File: config.mk
export PLATFORM = sky130hd
export DESIGN_NAME = ysyx_25020037_axi_arbiter
export DESIGN_NICKNAME = d
export VERILOG_FILES = /design/src/rtl/ysyx_25020037_axi_arbiter.sv
export SDC_FILE = /design/constraint.sdc
export NUM_CORES = 1
export LEC_CHECK = 0
export BUFFER_PORTS_ARGS = -buffer_cell sky130_fd_sc_hd__buf_2
export CAP_MARGIN = 30
export CORE_AREA = 2 2 183 185
export DETAILED_ROUTE_END_ITERATION = 12
export DIE_AREA = 0 0 185 187
export REMOVE_ABC_BUFFERS = 1
export SKIP_CTS_REPAIR_TIMING = 1
export SLEW_MARGIN = 30
export SYNTH_ARGS = -nofsm -noshare
export SYNTH_HDL_FRONTEND = slang
export SYNTH_SLANG_ARGS = --single-unit
export TNS_END_PERCENT = 10
File: constraint.sdc
create_clock -name clk -period 3.8 [get_ports clk]
set_input_delay 0 -clock clk [delete_from_list [all_inputs] [get_ports clk]]
set_output_delay 0 -clock clk [all_outputs]
set_load 0.02 [all_outputs]
File: src/rtl/ysyx_25020037_axi_arbiter.sv
// Two-master (IFU read-only, LSU read/write) to one-slave AXI4 arbiter, one whole transaction
// per grant. Define YSYX_25020037_ARB_RR_EN for round-robin between the masters.
module ysyx_25020037_axi_arbiter #(
  parameter int unsigned ADDR_W = 32,
  parameter int unsigned DATA_W = 32,
  parameter int unsigned ID_W   = 4
) (
  input  logic                clk,
  input  logic                rst_n,
  // IFU read
  input  logic                m0_arvalid,
  input  logic [ADDR_W-1:0]   m0_araddr,
  input  logic [ID_W-1:0]     m0_arid,
  input  logic [7:0]          m0_arlen,
  input  logic [2:0]          m0_arsize,
  input  logic [1:0]          m0_arburst,
  output logic                m0_arready,
  output logic                m0_rvalid,
  output logic [DATA_W-1:0]   m0_rdata,
  output logic [1:0]          m0_rresp,
  output logic                m0_rlast,
  output logic [ID_W-1:0]     m0_rid,
  input  logic                m0_rready,
  // LSU read
  input  logic                m1_arvalid,
  input  logic [ADDR_W-1:0]   m1_araddr,
  input  logic [ID_W-1:0]     m1_arid,
  input  logic [7:0]          m1_arlen,
  input  logic [2:0]          m1_arsize,
  input  logic [1:0]          m1_arburst,
  output logic                m1_arready,
  output logic                m1_rvalid,
  output logic [DATA_W-1:0]   m1_rdata,
  output logic [1:0]          m1_rresp,
  output logic                m1_rlast,
  output logic [ID_W-1:0]     m1_rid,
  input  logic                m1_rready,
  // LSU write
  input  logic                m1_awvalid,
  input  logic [ADDR_W-1:0]   m1_awaddr,
  input  logic [ID_W-1:0]     m1_awid,
  input  logic [7:0]          m1_awlen,
  input  logic [2:0]          m1_awsize,
  input  logic [1:0]          m1_awburst,
  output logic                m1_awready,
  input  logic                m1_wvalid,
  input  logic [DATA_W-1:0]   m1_wdata,
  input  logic [DATA_W/8-1:0] m1_wstrb,
  input  logic                m1_wlast,
  output logic                m1_wready,
  output logic                m1_bvalid,
  output logic [1:0]          m1_bresp,
  output logic [ID_W-1:0]     m1_bid,
  input  logic                m1_bready,
  // Slave
  output logic                s_arvalid,
  output logic [ADDR_W-1:0]   s_araddr,
  output logic [ID_W-1:0]     s_arid,
  output logic [7:0]          s_arlen,
  output logic [2:0]          s_arsize,
  output logic [1:0]          s_arburst,
  input  logic                s_arready,
  input  logic                s_rvalid,
  input  logic [DATA_W-1:0]   s_rdata,
  input  logic [1:0]          s_rresp,
  input  logic                s_rlast,
  input  logic [ID_W-1:0]     s_rid,
  output logic                s_rready,
  output logic                s_awvalid,
  output logic [ADDR_W-1:0]   s_awaddr,
  output logic [ID_W-1:0]     s_awid,
  output logic [7:0]          s_awlen,
  output logic [2:0]          s_awsize,
  output logic [1:0]          s_awburst,
  input  logic                s_awready,
  output logic                s_wvalid,
  output logic [DATA_W-1:0]   s_wdata,
  output logic [DATA_W/8-1:0] s_wstrb,
  output logic                s_wlast,
  input  logic                s_wready,
  input  logic                s_bvalid,
  input  logic [1:0]          s_bresp,
  input  logic [ID_W-1:0]     s_bid,
  output logic                s_bready
);

  typedef enum logic [1:0] {StIdle, StIfuR, StLsuR, StLsuW} state_e;

  state_e state_q, state_d;
  logic   req_w, req_r1, req_r0, pick_ifu;

  assign req_w  = m1_awvalid | m1_wvalid;
  assign req_r1 = m1_arvalid;
  assign req_r0 = m0_arvalid;

`ifdef YSYX_25020037_ARB_RR_EN
  // 1: the LSU held the last grant, so the IFU wins the next contested arbitration.
  logic lsu_last_q;

  always_ff @(posedge clk or negedge rst_n) begin
    if (!rst_n) begin
      lsu_last_q <= 1'b0;
    end else if (state_q == StIdle && state_d != StIdle) begin
      lsu_last_q <= (state_d != StIfuR);
    end
  end

  assign pick_ifu = req_r0 & (~(req_w | req_r1) | lsu_last_q);
`else
  assign pick_ifu = req_r0 & ~(req_w | req_r1);
`endif

  always_ff @(posedge clk or negedge rst_n) begin
    if (!rst_n) begin
      state_q <= StIdle;
    end else begin
      state_q <= state_d;
    end
  end

  always_comb begin
    state_d = state_q;
    unique case (state_q)
      StIdle: begin
        if (pick_ifu) begin
          state_d = StIfuR;
        end else if (req_w) begin
          state_d = StLsuW;
        end else if (req_r1) begin
          state_d = StLsuR;
        end
      end
      StIfuR: if (s_rvalid && m0_rready && s_rlast) state_d = StIdle;
      StLsuR: if (s_rvalid && m1_rready && s_rlast) state_d = StIdle;
      StLsuW: if (s_bvalid && m1_bready) state_d = StIdle;
      default: state_d = StIdle;
    endcase
  end

  always_comb begin
    m0_arready = 1'b0;
    m0_rvalid  = 1'b0;
    m0_rdata   = '0;
    m0_rresp   = 2'b00;
    m0_rlast   = 1'b0;
    m0_rid     = '0;
    m1_arready = 1'b0;
    m1_rvalid  = 1'b0;
    m1_rdata   = '0;
    m1_rresp   = 2'b00;
    m1_rlast   = 1'b0;
    m1_rid     = '0;
    m1_awready = 1'b0;
    m1_wready  = 1'b0;
    m1_bvalid  = 1'b0;
    m1_bresp   = 2'b00;
    m1_bid     = '0;
    s_arvalid  = 1'b0;
    s_araddr   = '0;
    s_arid     = '0;
    s_arlen    = 8'h00;
    s_arsize   = 3'h2;
    s_arburst  = 2'b00;
    s_rready   = 1'b0;
    s_awvalid  = 1'b0;
    s_awaddr   = '0;
    s_awid     = '0;
    s_awlen    = 8'h00;
    s_awsize   = 3'h2;
    s_awburst  = 2'b00;
    s_wvalid   = 1'b0;
    s_wdata    = '0;
    s_wstrb    = '0;
    s_wlast    = 1'b0;
    s_bready   = 1'b0;
    unique case (state_q)
      StIfuR: begin
        s_arvalid  = m0_arvalid;
        s_araddr   = m0_araddr;
        s_arid     = m0_arid;
        s_arlen    = m0_arlen;
        s_arsize   = m0_arsize;
        s_arburst  = m0_arburst;
        m0_arready = s_arready;
        m0_rvalid  = s_rvalid;
        m0_rdata   = s_rdata;
        m0_rresp   = s_rresp;
        m0_rlast   = s_rlast;
        m0_rid     = s_rid;
        s_rready   = m0_rready;
      end
      StLsuR: begin
        s_arvalid  = m1_arvalid;
        s_araddr   = m1_araddr;
        s_arid     = m1_arid;
        s_arlen    = m1_arlen;
        s_arsize   = m1_arsize;
        s_arburst  = m1_arburst;
        m1_arready = s_arready;
        m1_rvalid  = s_rvalid;
        m1_rdata   = s_rdata;
        m1_rresp   = s_rresp;
        m1_rlast   = s_rlast;
        m1_rid     = s_rid;
        s_rready   = m1_rready;
      end
      StLsuW: begin
        s_awvalid  = m1_awvalid;
        s_awaddr   = m1_awaddr;
        s_awid     = m1_awid;
        s_awlen    = m1_awlen;
        s_awsize   = m1_awsize;
        s_awburst  = m1_awburst;
        m1_awready = s_awready;
        s_wvalid   = m1_wvalid;
        s_wdata    = m1_wdata;
        s_wstrb    = m1_wstrb;
        s_wlast    = m1_wlast;
        m1_wready  = s_wready;
        m1_bvalid  = s_bvalid;
        m1_bresp   = s_bresp;
        m1_bid     = s_bid;
        s_bready   = m1_bready;
      end
      default: ;
    endcase
  end

endmodule
# [Word-level counts from Yosys, hierarchy flattened]
# Cells that the tools add are included.
[word_totals] register_bits=2 latchBits=0 mem_bits_rw=0 rom_bits=0 out_inout_bits=231 word_cells=61 memories=0
[op_classes] add_sub_neg=0 n_mul=0 div=0 order_cmp=0 n_eq_ne=7 shifts=0 n_mux=42 bitwise=4 reduce_logical=7
[ops] cell="$mux 32" count=4
[ops] cell="$pmux 32 s2" count=1
[ops] cell="$mux 2" count=10
[ops] cell="$mux 4" count=5
[ops] cell="$pmux 8 s2" count=1
[ops] cell="$mux 1" count=13
[ops] cell="$mux 8" count=1
[ops] cell="$pmux 2 s4" count=1
[ops] cell="$pmux 4 s2" count=1
[ops] cell="$ne 2x2->1 const B" count=3
[ops] cell="$pmux 3 s2" count=1
[ops] cell="$logic_and 1x1->1" count=5
[ops] cell="$eq 2x2->1 const B" count=2
[ops] cell="$ne 4x4->1 const B" count=1
[ops] cell="$pmux 1 s2" count=2
[ops] cell="$pmux 2 s2" count=1
[ops] cell="$reduce_and 4->1" count=1
[ops] cell="$mux 3" count=1
[ops] cell="$eq 2x1->1 const B" count=1
[ops] cell="$logic_not 2->1" count=1
[ops] cell="$or 1x1->1" count=2
[ops] cell="$and 1x1->1" count=1
[ops] cell="$not 1->1" count=1

# [Depth between registers and ports, before layout]
# Gate-level depths: netlist (run 1).
[depth] word_depth=6 mapped_depth=6

# [Worst setup path before layout (run 1)]
# No wires, ideal clock.
[synth_path] path_kind="register to output" from="register state_q[0]" to="output port s_araddr[0]" arrival_ns=1.539 setup_slack_ns=2.261 path_stages_with_launch=7 path_cell_list="dfrtp_1 -> inv_1 -> ha_1 -> clkbuf_1 -> buf_2 -> a22oi_1 -> nor2b_1"
[synth_via] elab_chain_cells=2 word_cells_on_any_way=3 classes_between="2 x eq/ne; 1 x mux"
[synth_lines] item="from (decl)" line="89" text="state_e state_q, state_d;"
[synth_lines] item="from (signal assigned)" line="115" text="state_q <= StIdle;"
[synth_lines] item="from (signal assigned)" line="117" text="state_q <= state_d;"
[synth_lines] item="$eq 2x2->1 or $eq 2x1->1 (tied branches)" line="176" text="unique case (state_q)"
[synth_lines] item="$pmux 32 s2 *" line="176"
[synth_lines] item="to (decl)" line="57" text="output logic [ADDR_W-1:0] s_araddr,"
# Every way passes the cells marked *; elsewhere a longest branch is shown, timed or not.

# [Final worst setup path (run 1)]
[layout_path] from="register state_q[0]" to="output port s_arburst[0]"
[layout_via] elab_chain_cells=2 word_cells_on_any_way=3 classes_between="2 x eq/ne; 1 x mux"
[layout_lines] item="$eq 2x2->1 or $eq 2x1->1 (tied branches)" line="176"
[layout_lines] item="$pmux 2 s2 *" line="176"
[layout_lines] item="to (decl)" line="61" text="output logic [1:0] s_arburst,"
# Marks and branches as above.

==> results of run 1 <==
routing by layer:
layer / part of all wire, % / vias up
met1: 41 / 1792
met2: 48 / 304
li1: - / 1991
met3: 9.5 / 28
met5: 0.29 / -
met4: 2.0 / 8
cell families (layout without fill, tap and decap cells):
logic type | after synthesis | after routing | synth area share (%)
flip-flops | 2 | 2 | 2.339
buffers and inverters | 37 | 483 | 6.784
AO/OA/AOI/OAI | 56 | 56 | 19.77
AND/OR/NAND/NOR | 237 | 237 | 68.77
other | 0 | 4 | 0
adder cells (fa/ha/maj) | 4 | 4 | 2.339
synthesized netlist by cell type (all sizes together):
master and number:
and2 179, a22oi 51, nor2b 50, clkbuf 30, buf 5, ha 4
dfrtp 2, inv 2, nand2 2, nand3 2, nor2 2, o311ai 2
a222oi 1, nand2b 1, nand3b 1, o211ai 1, o21ai 1
layout by cell type (no fill, tap or decap), types with 3 or more instances in the layout:
cell / synthesis / routed
a22oi_1: 51 / 51
and2_1: 179 / 179
diode_2: 0 / 4
buf_4: 0 / 4
buf_2: 5 / 473
clkbuf_16: 0 / 3
nor2b_1: 50 / 50
worst max-delay path: stages, from the launching register on:
cell and delay, ns:
dfrtp_1 0.44, inv_1 0.13, ha_2 0.42, buf_4 0.56, a22oi_1 0.30, nor2b_1 0.16, buf_2 0.17
per-stage QoR:
| stage | cells | utilization [%] | setup slack, ns | instance area (µm²) |
|---|---|---|---|---|
| after floorplan | 301 | - | 1.162 | 2002 |
| after global placement | 1226 | 15.12 | 1.630 | 4967 |
| after detailed placement | 1226 | 15.15 | 1.566 | 4977 |
| after CTS | 1229 | 15.37 | 1.330 | 5052 |
| after global routing | 1232 | 15.42 | 1.141 | 5067 |
| final | 1234 | 15.44 | 1.320 | 5072 |
how the worst max path moves through the flow:
stage,startpoint,cells past startpoint,endpoint,slack (ns)
finish,state_q[0],6,s_arburst[0],1.32
global route,state_q[0],6,s_arid[0],1.14
CTS,state_q[0],6,s_arburst[0],1.33
detailed placement,state_q[0],6,s_arburst[0],1.57
global placement,state_q[0],4,state_q[0],1.63
floorplan,state_q[0],5,state_q[1],1.16
report_power, final:
group	leakage (µW)	switching [µW]	internal (µW)	total, µW
clock network	0.0000370	27.2	134	161
logic	0.00294	1820	1040	2860
registers	0.0000248	17.7	32.4	50.2
total	0.00300	1860	1210	3070
area by class of cell:
type / instances / area (µm²) / area share, %
multi-input combinational: 297 / 1962 / 38.68
tap: 448 / 560.5 / 11.05
antenna: 4 / 10.01 / 0.1973
timing repair buffer: 478 / 2407 / 47.46
inverter: 2 / 7.507 / 0.1480
clock buffer: 3 / 75.07 / 1.480
sequential: 2 / 50.05 / 0.9867
==> impl_metrics.ini, run 1 <==
[outcome]
status = completed

[clock_network]
cts_root_buffer = clkbuf_16
cts_buf_count = 3
cts_tree = done
htree_levels = 1
clkLatencyLatePin_ns = 0.22
cts-root-to-sink-buffers = 2
numClockSinks = 2
clkTransAtPathRegs_ns = 0.03

[yosys]
postSynthAreaPerCell_um2 = 6.368
synth.largest_area_cell = and2_1
synth.yosys.warnings = 0
sequential_share_of_the_synthesized_area_pct = 2.339
postSynthRegisterBits = 2
synth_top_cells_by_area = and2_1, a22oi_1, nor2b_1, clkbuf_1, dfrtp_1
postSynthCellCount = 336
yosys.cell_types.count = 17
syn-cell-area_mm2 = 0.002140
synthDominantCellAreaShare_pct = 52.34

[min_path]
hp-class = in -> async

[die]
die_area_mm2 = 0.03460
die_width_um = 185
die-height_um = 187
std_cell_rows = 67
num_io_pins = 474
core_mm2 = 0.03286
start_util_pct = 6.511

[detailed_routing]
wl_um = 18400
routed_wire_length_per_instance_um = 14.91
total_vias_in_the_final_route = 4123
drc_errors = 0
vias_per_cell = 3.341
detail_route.iter0.violations = 90
drt-pass1-iter-count = 4
antenna_violating_nets_post_route = 0

[cells_and_area]
largest_register = state_q
largest_register_ff_count = 2
layout_top_registers = state_q: 2 flops
nFillCells = 3839
syn_to_final_growth_pct = 137.1
fin_nets = 1031
layout-drive-gt1-share_pct = 61.76

[worst_setup_path]
worst_reg2reg_endpoint = state_q[1]
ff2ff_setup_slack_ns = 1.93
critPathLaunchType = register
end_kind = primary output
critical_path_peak_fanout = 75
reg2regPathDepth = 4
data_required_time_of_the_worst_path_ns = 3.80
worst-endpoint-arrival_ns = 2.48
r2r-start = state_q[0]
worstSetupPathType = reg -> out

[sta]
setup-tns-final_ns = 0
period_minus_slack_ns = 2.480
worst_clock_skew_ns = 0.0004460
max_clock_freq_ghz = 0.4032
final-max-slew-violation-count = 0
timing.max_slew.rel_slack_pct = 52.29
slew_at_the_pin_closest_to_its_max_slew_limit_ns = 0.7157
fin_crit_sh_pct = 65.26
minimum_hold_slack_ns = 0.1008
finalHoldViolations = 0
final-setup-viol-count = 0
grt_setup_unrepaired = false

[grt]
grt_start_max_net_pins = 100
global_route.usage.met3_pct = 1.928
grt_overflow = 0
gr-max-usage-layer = met2
grt.total_usage_pct = 9.745
grt_util_met1_pct = 11.71
grt_first_pass_wirelength_um = 24960
antenna_found_initial = 10
grt_util_met2_pct = 17.76
first_global_vias = 4015

[pwr]
power_density_mw_per_mm2 = 605.1
static_leakage_uw = 0.002997
vdd.ir_drop.worst_uv = 264.4
power.total_uw = 3070

[placed_design]
detailedPlacementHpwl_um = 16300
port_buffers = 473
routabilityCongestion = 0.8914

[flow_run]
cap_viol_max_count = 0
Power figures use the tool's default switching activity.
==> run 2, diff against run 1 <==
--- a/config.mk
+++ b/config.mk
@@ -7,9 +7,9 @@
 export LEC_CHECK = 0
 export BUFFER_PORTS_ARGS = -buffer_cell sky130_fd_sc_hd__buf_2
 export CAP_MARGIN = 30
-export CORE_AREA = 2 2 183 185
+export CORE_AREA = 2 2 182 184
 export DETAILED_ROUTE_END_ITERATION = 12
-export DIE_AREA = 0 0 185 187
+export DIE_AREA = 0 0 184 186
 export REMOVE_ABC_BUFFERS = 1
 export SKIP_CTS_REPAIR_TIMING = 1
 export SLEW_MARGIN = 30
==> constraint.sdc (replaced) <==
create_clock -name clk -period 2.2 [get_ports clk]
set_input_delay 0 -clock clk [delete_from_list [all_inputs] [get_ports clk]]
set_output_delay 0 -clock clk [all_outputs]
set_load 0.02 [all_outputs]
==> impl_metrics.ini, run 2 (synthesized netlist as in run 1, its figures left out) <==
[detailed_routing]
total_vias_in_the_final_route = 4228
vias_per_cell = 3.526
wl_um = 18900
drt-pass1-iter-count = 4
routed_wire_length_per_instance_um = 15.76
antenna_violating_nets_post_route = 0
detail_route.iter0.violations = 97
drc_errors = 0

[cells_and_area]
fin_nets = 1032
mostFrequentLayoutCells = buf_2, and2_1, a22oi_1
final_common_cell = buf_2
layout_top_registers = state_q: 2 flops
layout-drive-gt1-share_pct = 61.81
largest_register = state_q
largest_register_ff_count = 2
syn_to_final_growth_pct = 136.8

[pwr]
switching_power_uw = 3184
power.total_uw = 5329
internal_power_uw = 2144
static_leakage_uw = 0.003011
vdd.ir_drop.worst_uv = 530.3
clockPowerShare_pct = 5.2
p_sw_share_pct = 59.76
pwr-share-seq_pct = 1.5
power_density_mw_per_mm2 = 1052
p_comb_share_pct = 93.3

[placed_design]
port_buffers = 473
routabilityCongestion = 0.8712
detailedPlacementHpwl_um = 16610

[grt]
grt_first_pass_wirelength_um = 24670
grt_overflow = 0
grt_start_max_net_pins = 99
antenna_found_initial = 17
grt.total_usage_pct = 9.787
first_global_vias = 3881

[worst_setup_path]
end_kind = primary output
worst-endpoint-arrival_ns = 1.85
critical_path_peak_fanout = 46
data_required_time_of_the_worst_path_ns = 2.20
critPathSlowestCell = dfrtp_1
cp_cell_sequence = inv_1, ha_1, buf_4, nor2b_1, buf_2
ff2ff_setup_slack_ns = 0.53
worst_reg2reg_endpoint = state_q[1]
critical-path-max-stage-delay_ns = 0.40
critPathLaunchType = register
reg2regPathDepth = 5
worstSetupPathType = reg -> out
r2r-start = state_q[0]

[sta]
grt_setup_unrepaired = false
slew_at_the_pin_closest_to_its_max_slew_limit_ns = 0.5749
finalHoldViolations = 0
final-max-slew-violation-count = 0
period_minus_slack_ns = 1.848
minimum_hold_slack_ns = 0.09386
worst_clock_skew_ns = 0.0004563
final-setup-viol-count = 0
fin_crit_sh_pct = 84.02
timing.max_slew.rel_slack_pct = 61.67
max_clock_freq_ghz = 0.5410

[min_path]
holdPathEnd = state_q[0]
hold_path.startpoint = m1_awvalid
hold_path_depth = 3
hp-class = in -> reg

[clock_network]
cts_buf_count = 3
htree_levels = 1
cts_root_buffer = clkbuf_16
cts-root-to-sink-buffers = 2
numClockSinks = 2
clkLatencyLatePin_ns = 0.22
clkTransAtPathRegs_ns = 0.03
cts_tree = done

[die]
std_cell_rows = 66
core_mm2 = 0.03221
die_width_um = 184
start_util_pct = 6.643
die_area_mm2 = 0.03422
die-height_um = 186
num_io_pins = 474

[flow_run]
cap_viol_max_count = 0

[outcome]
status = completed
[run 2: routing by layer]
metal	wire [µm]	vias up	track usage [%]
li1	-	1999	-
met2	9093	306	18.16
met5	104	-	0
met4	463	16	2.464
met1	7117	1871	10.52
met3	2116	36	3.483
[run 2: power by group through the flow]
stage               Clock [µW]  Combinational, µW  Sequential (µW)
floorplan                    0               3120             71.0
global placement             0               4980             74.0
detailed placement           0               5020             77.3
CTS                        278               5040             77.0
global route               279               5380             80.8
finish                     277               4970             78.2
[run 2: worst max-delay path by stage]
stage | start | end | slack [ns] | cells after the start
global route | state_q[1] | s_araddr[11] | 0.20 | 5
floorplan | state_q[0] | state_q[1] | -0.44 | 5
global placement | state_q[0] | s_araddr[3] | 0.57 | 5
CTS | state_q[0] | s_araddr[3] | 0.31 | 5
detailed placement | state_q[1] | s_araddr[3] | 0.54 | 5
finish | state_q[1] | s_araddr[3] | 0.35 | 5
[run 2: cell type report]
class	count	area [µm²]
diodes	8	20.02
repair buffers	479	2452
fillers	3714	27140
multi-input cells	297	1952
inverters	2	7.507
flip-flops and latches	2	50.05
clock buffers	3	75.07
well taps	408	510.5
[run 2: worst max-delay path: cells and delay by family, from the launching register on]
family	cells	cell delay, ns
adder cells (fa/ha/maj)	1	0.34
AND/OR/NAND/NOR	1	0.21
buffers and inverters	3	0.66
flip-flops	1	0.40
[run 2: per-stage QoR]
step                      cell area [µm²]  std cells  setup slack (ns)  utilization (%)  setup TNS (ns)
final                                5067       1199            0.3516            15.73               0
after global routing                 5055       1194            0.1966            15.70               0
after CTS                            5037       1190            0.3078            15.64               0
after detailed placement             4962       1187            0.5386            15.41               0
after global placement               4962       1187            0.5706            15.41               0
after floorplan                      2002        301           -0.4379                -          -19.33
==> run 3, diff against run 2 <==
--- a/config.mk
+++ b/config.mk
@@ -5,11 +5,12 @@
 export SDC_FILE = /design/constraint.sdc
 export NUM_CORES = 1
 export LEC_CHECK = 0
+export ABC_AREA = 1
 export BUFFER_PORTS_ARGS = -buffer_cell sky130_fd_sc_hd__buf_2
 export CAP_MARGIN = 30
-export CORE_AREA = 2 2 182 184
+export CORE_AREA = 2 2 186 188
 export DETAILED_ROUTE_END_ITERATION = 12
-export DIE_AREA = 0 0 184 186
+export DIE_AREA = 0 0 188 190
 export REMOVE_ABC_BUFFERS = 1
 export SKIP_CTS_REPAIR_TIMING = 1
 export SLEW_MARGIN = 30
==> constraint.sdc (replaced) <==
create_clock -name clk -period 1.7 [get_ports clk]
set_input_delay 0 -clock clk [delete_from_list [all_inputs] [get_ports clk]]
set_output_delay 0 -clock clk [all_outputs]
set_load 0.02 [all_outputs]
==> impl_metrics.ini, run 3 <==
[cells_and_area]
largest_register_ff_count = 2
design_area_mm2 = 0.005680
layout_top_registers = state_q: 2 flops
mostFrequentLayoutCells = buf_2, nand2_1, inv_1
largest_register = state_q
final_common_cell = buf_2
layout-drive-gt1-share_pct = 48.19
finalCoreUtilization_pct = 16.73
syn_to_final_growth_pct = 132.7
fin_nets = 1301
final_cell_count_no_fill = 1517

[pwr]
power_density_mw_per_mm2 = 1324
power.total_uw = 7520
vdd.ir_drop.worst_uv = 636.4
static_leakage_uw = 0.004597

[placed_design]
detailedPlacementHpwl_um = 18020
port_buffers = 473
routabilityCongestion = 0.9088
placement.cell_area_mm2 = 0.005376
dp.cells = 1492

[die]
start_util_pct = 7.191
core_mm2 = 0.03395
std_cell_rows = 68
die-height_um = 190
die_width_um = 188
num_io_pins = 474
die_area_mm2 = 0.03572

[worst_setup_path]
worst-endpoint-arrival_ns = 1.65
end_kind = primary output
data_required_time_of_the_worst_path_ns = 1.70
worstSetupPathType = reg -> out
critical_path_peak_fanout = 10
critPathLaunchType = register

[grt]
grt_start_max_net_pins = 75
grt.total_usage_pct = 10.21
grt_overflow = 0
first_global_vias = 4645
grt_first_pass_wirelength_um = 27650
antenna_found_initial = 14

[yosys]
synth.yosys.warnings = 0
yosys.cell_types.count = 14
postSynthRegisterBits = 2
syn-cell-area_mm2 = 0.002441
synthDominantCellAreaShare_pct = 45.05
synth.largest_area_cell = nand2_1
synth_top_cells_by_area = nand2_1, inv_1, a21oi_1, buf_4, buf_2
sequential_share_of_the_synthesized_area_pct = 2.050
postSynthAreaPerCell_um2 = 4.144
dominantRegCellSynth = dfrtp_1
yosys.cell_count.top_type = nand2_1
postSynthCellCount = 589
async_reset_ff_share_pct = 100.0
synth_edf_count = 0
synth.cells.most_frequent = nand2_1, inv_1, a21oi_1

[detailed_routing]
routed_wire_length_per_instance_um = 14.27
antenna_violating_nets_post_route = 0
drc_errors = 0
vias_per_cell = 3.392
total_vias_in_the_final_route = 5146
wl_um = 21650
detail_route.iter0.violations = 153
drt-pass1-iter-count = 4

[clock_network]
numClockSinks = 2
cts_buf_count = 3
cts_tree = done
cts-root-to-sink-buffers = 2
clkLatencyLatePin_ns = 0.22
cts_root_buffer = clkbuf_16
htree_levels = 1
clkTransAtPathRegs_ns = 0.03

[sta]
grt_setup_unrepaired = true
final-setup-viol-count = 0
final-max-slew-violation-count = 0
slew_at_the_pin_closest_to_its_max_slew_limit_ns = 0.2805
fin_crit_sh_pct = 97.23
finalHoldViolations = 0
timing.max_slew.rel_slack_pct = 81.30
period_minus_slack_ns = 1.653
max_clock_freq_ghz = 0.6050
worst_clock_skew_ns = 0.0002708

[min_path]
hp-class = in -> async

[flow_run]
cap_viol_max_count = 0

[outcome]
status = completed
run 3: through the flow:
| stage | TNS [ns] | hold slack [ns] | setup slack [ns] |
|---|---|---|---|
| after floorplan | -170.36 | -0.2956 | -1.098 |
| after global placement | 0 | -0.2097 | 0.1444 |
| after detailed placement | 0 | -0.2099 | 0.06070 |
| after CTS | -1.507 | -0.4401 | -0.1539 |
| after global routing | -0.02958 | 0.1298 | -0.02367 |
| final | 0 | 0.1234 | 0.04701 |
run 3: final timing paths:
check | startpoint | to | slack (ns) | cells past startpoint
setup reg to reg | state_q[1] | state_q[1] | 0.13 | 10
hold / removal | rst_n | state_q[1] | 0.12 | 2
hold reg to reg | state_q[0] | state_q[0] | 0.62 | 3
setup / recovery | state_q[1] | s_araddr[22] | 0.05 | 7
max in group asynchronous | rst_n | state_q[1] | 1.46 | 2
min in group clk | m0_arvalid | state_q[1] | 0.22 | 6
run 3: kinds of logic after synthesis:
logic type / share of synthesized area (%)
buf+inv: 37.78
flops: 2.050
simple gates: 47.26
fa+ha+maj: 2.050
compound gates: 10.87
run 3: where the power goes:
part	internal (µW)	switching, µW
Clock	299	54.5
Combinational	2410	4670
Sequential	74.2	16.3
Total	2780	4740
run 3: critical path, cell delays in order, from the launching register on:
cell and delay, ns:
dfrtp_2 0.41, inv_2 0.09, ha_4 0.24, buf_12 0.15, clkbuf_16 0.17, nand2_1 0.06, a21oi_1 0.15, buf_4 0.16
run 3: area by class of cell:
| class | instances | area [µm²] |
|---|---|---|
| clock buffer | 3 | 75.07 |
| timing repair buffer | 496 | 2733 |
| multi-input combinational | 361 | 1514 |
| inverter | 190 | 713.2 |
| sequential | 2 | 51.30 |
| tap | 455 | 569.3 |
| antenna | 10 | 25.02 |
| fill | 4006 | 28270 |
run 3: per-layer routing:
metal | vias up | wire, µm | share of wire, % | global-route usage (%)
li1 | 2543 | - | - | -
met1 | 2241 | 8689 | 40 | 11.92
met2 | 328 | 10420 | 48 | 17.87
met3 | 26 | 2007 | 9.3 | 2.988
met4 | 8 | 470 | 2.2 | 3.301
met5 | - | 55 | 0.25 | 0
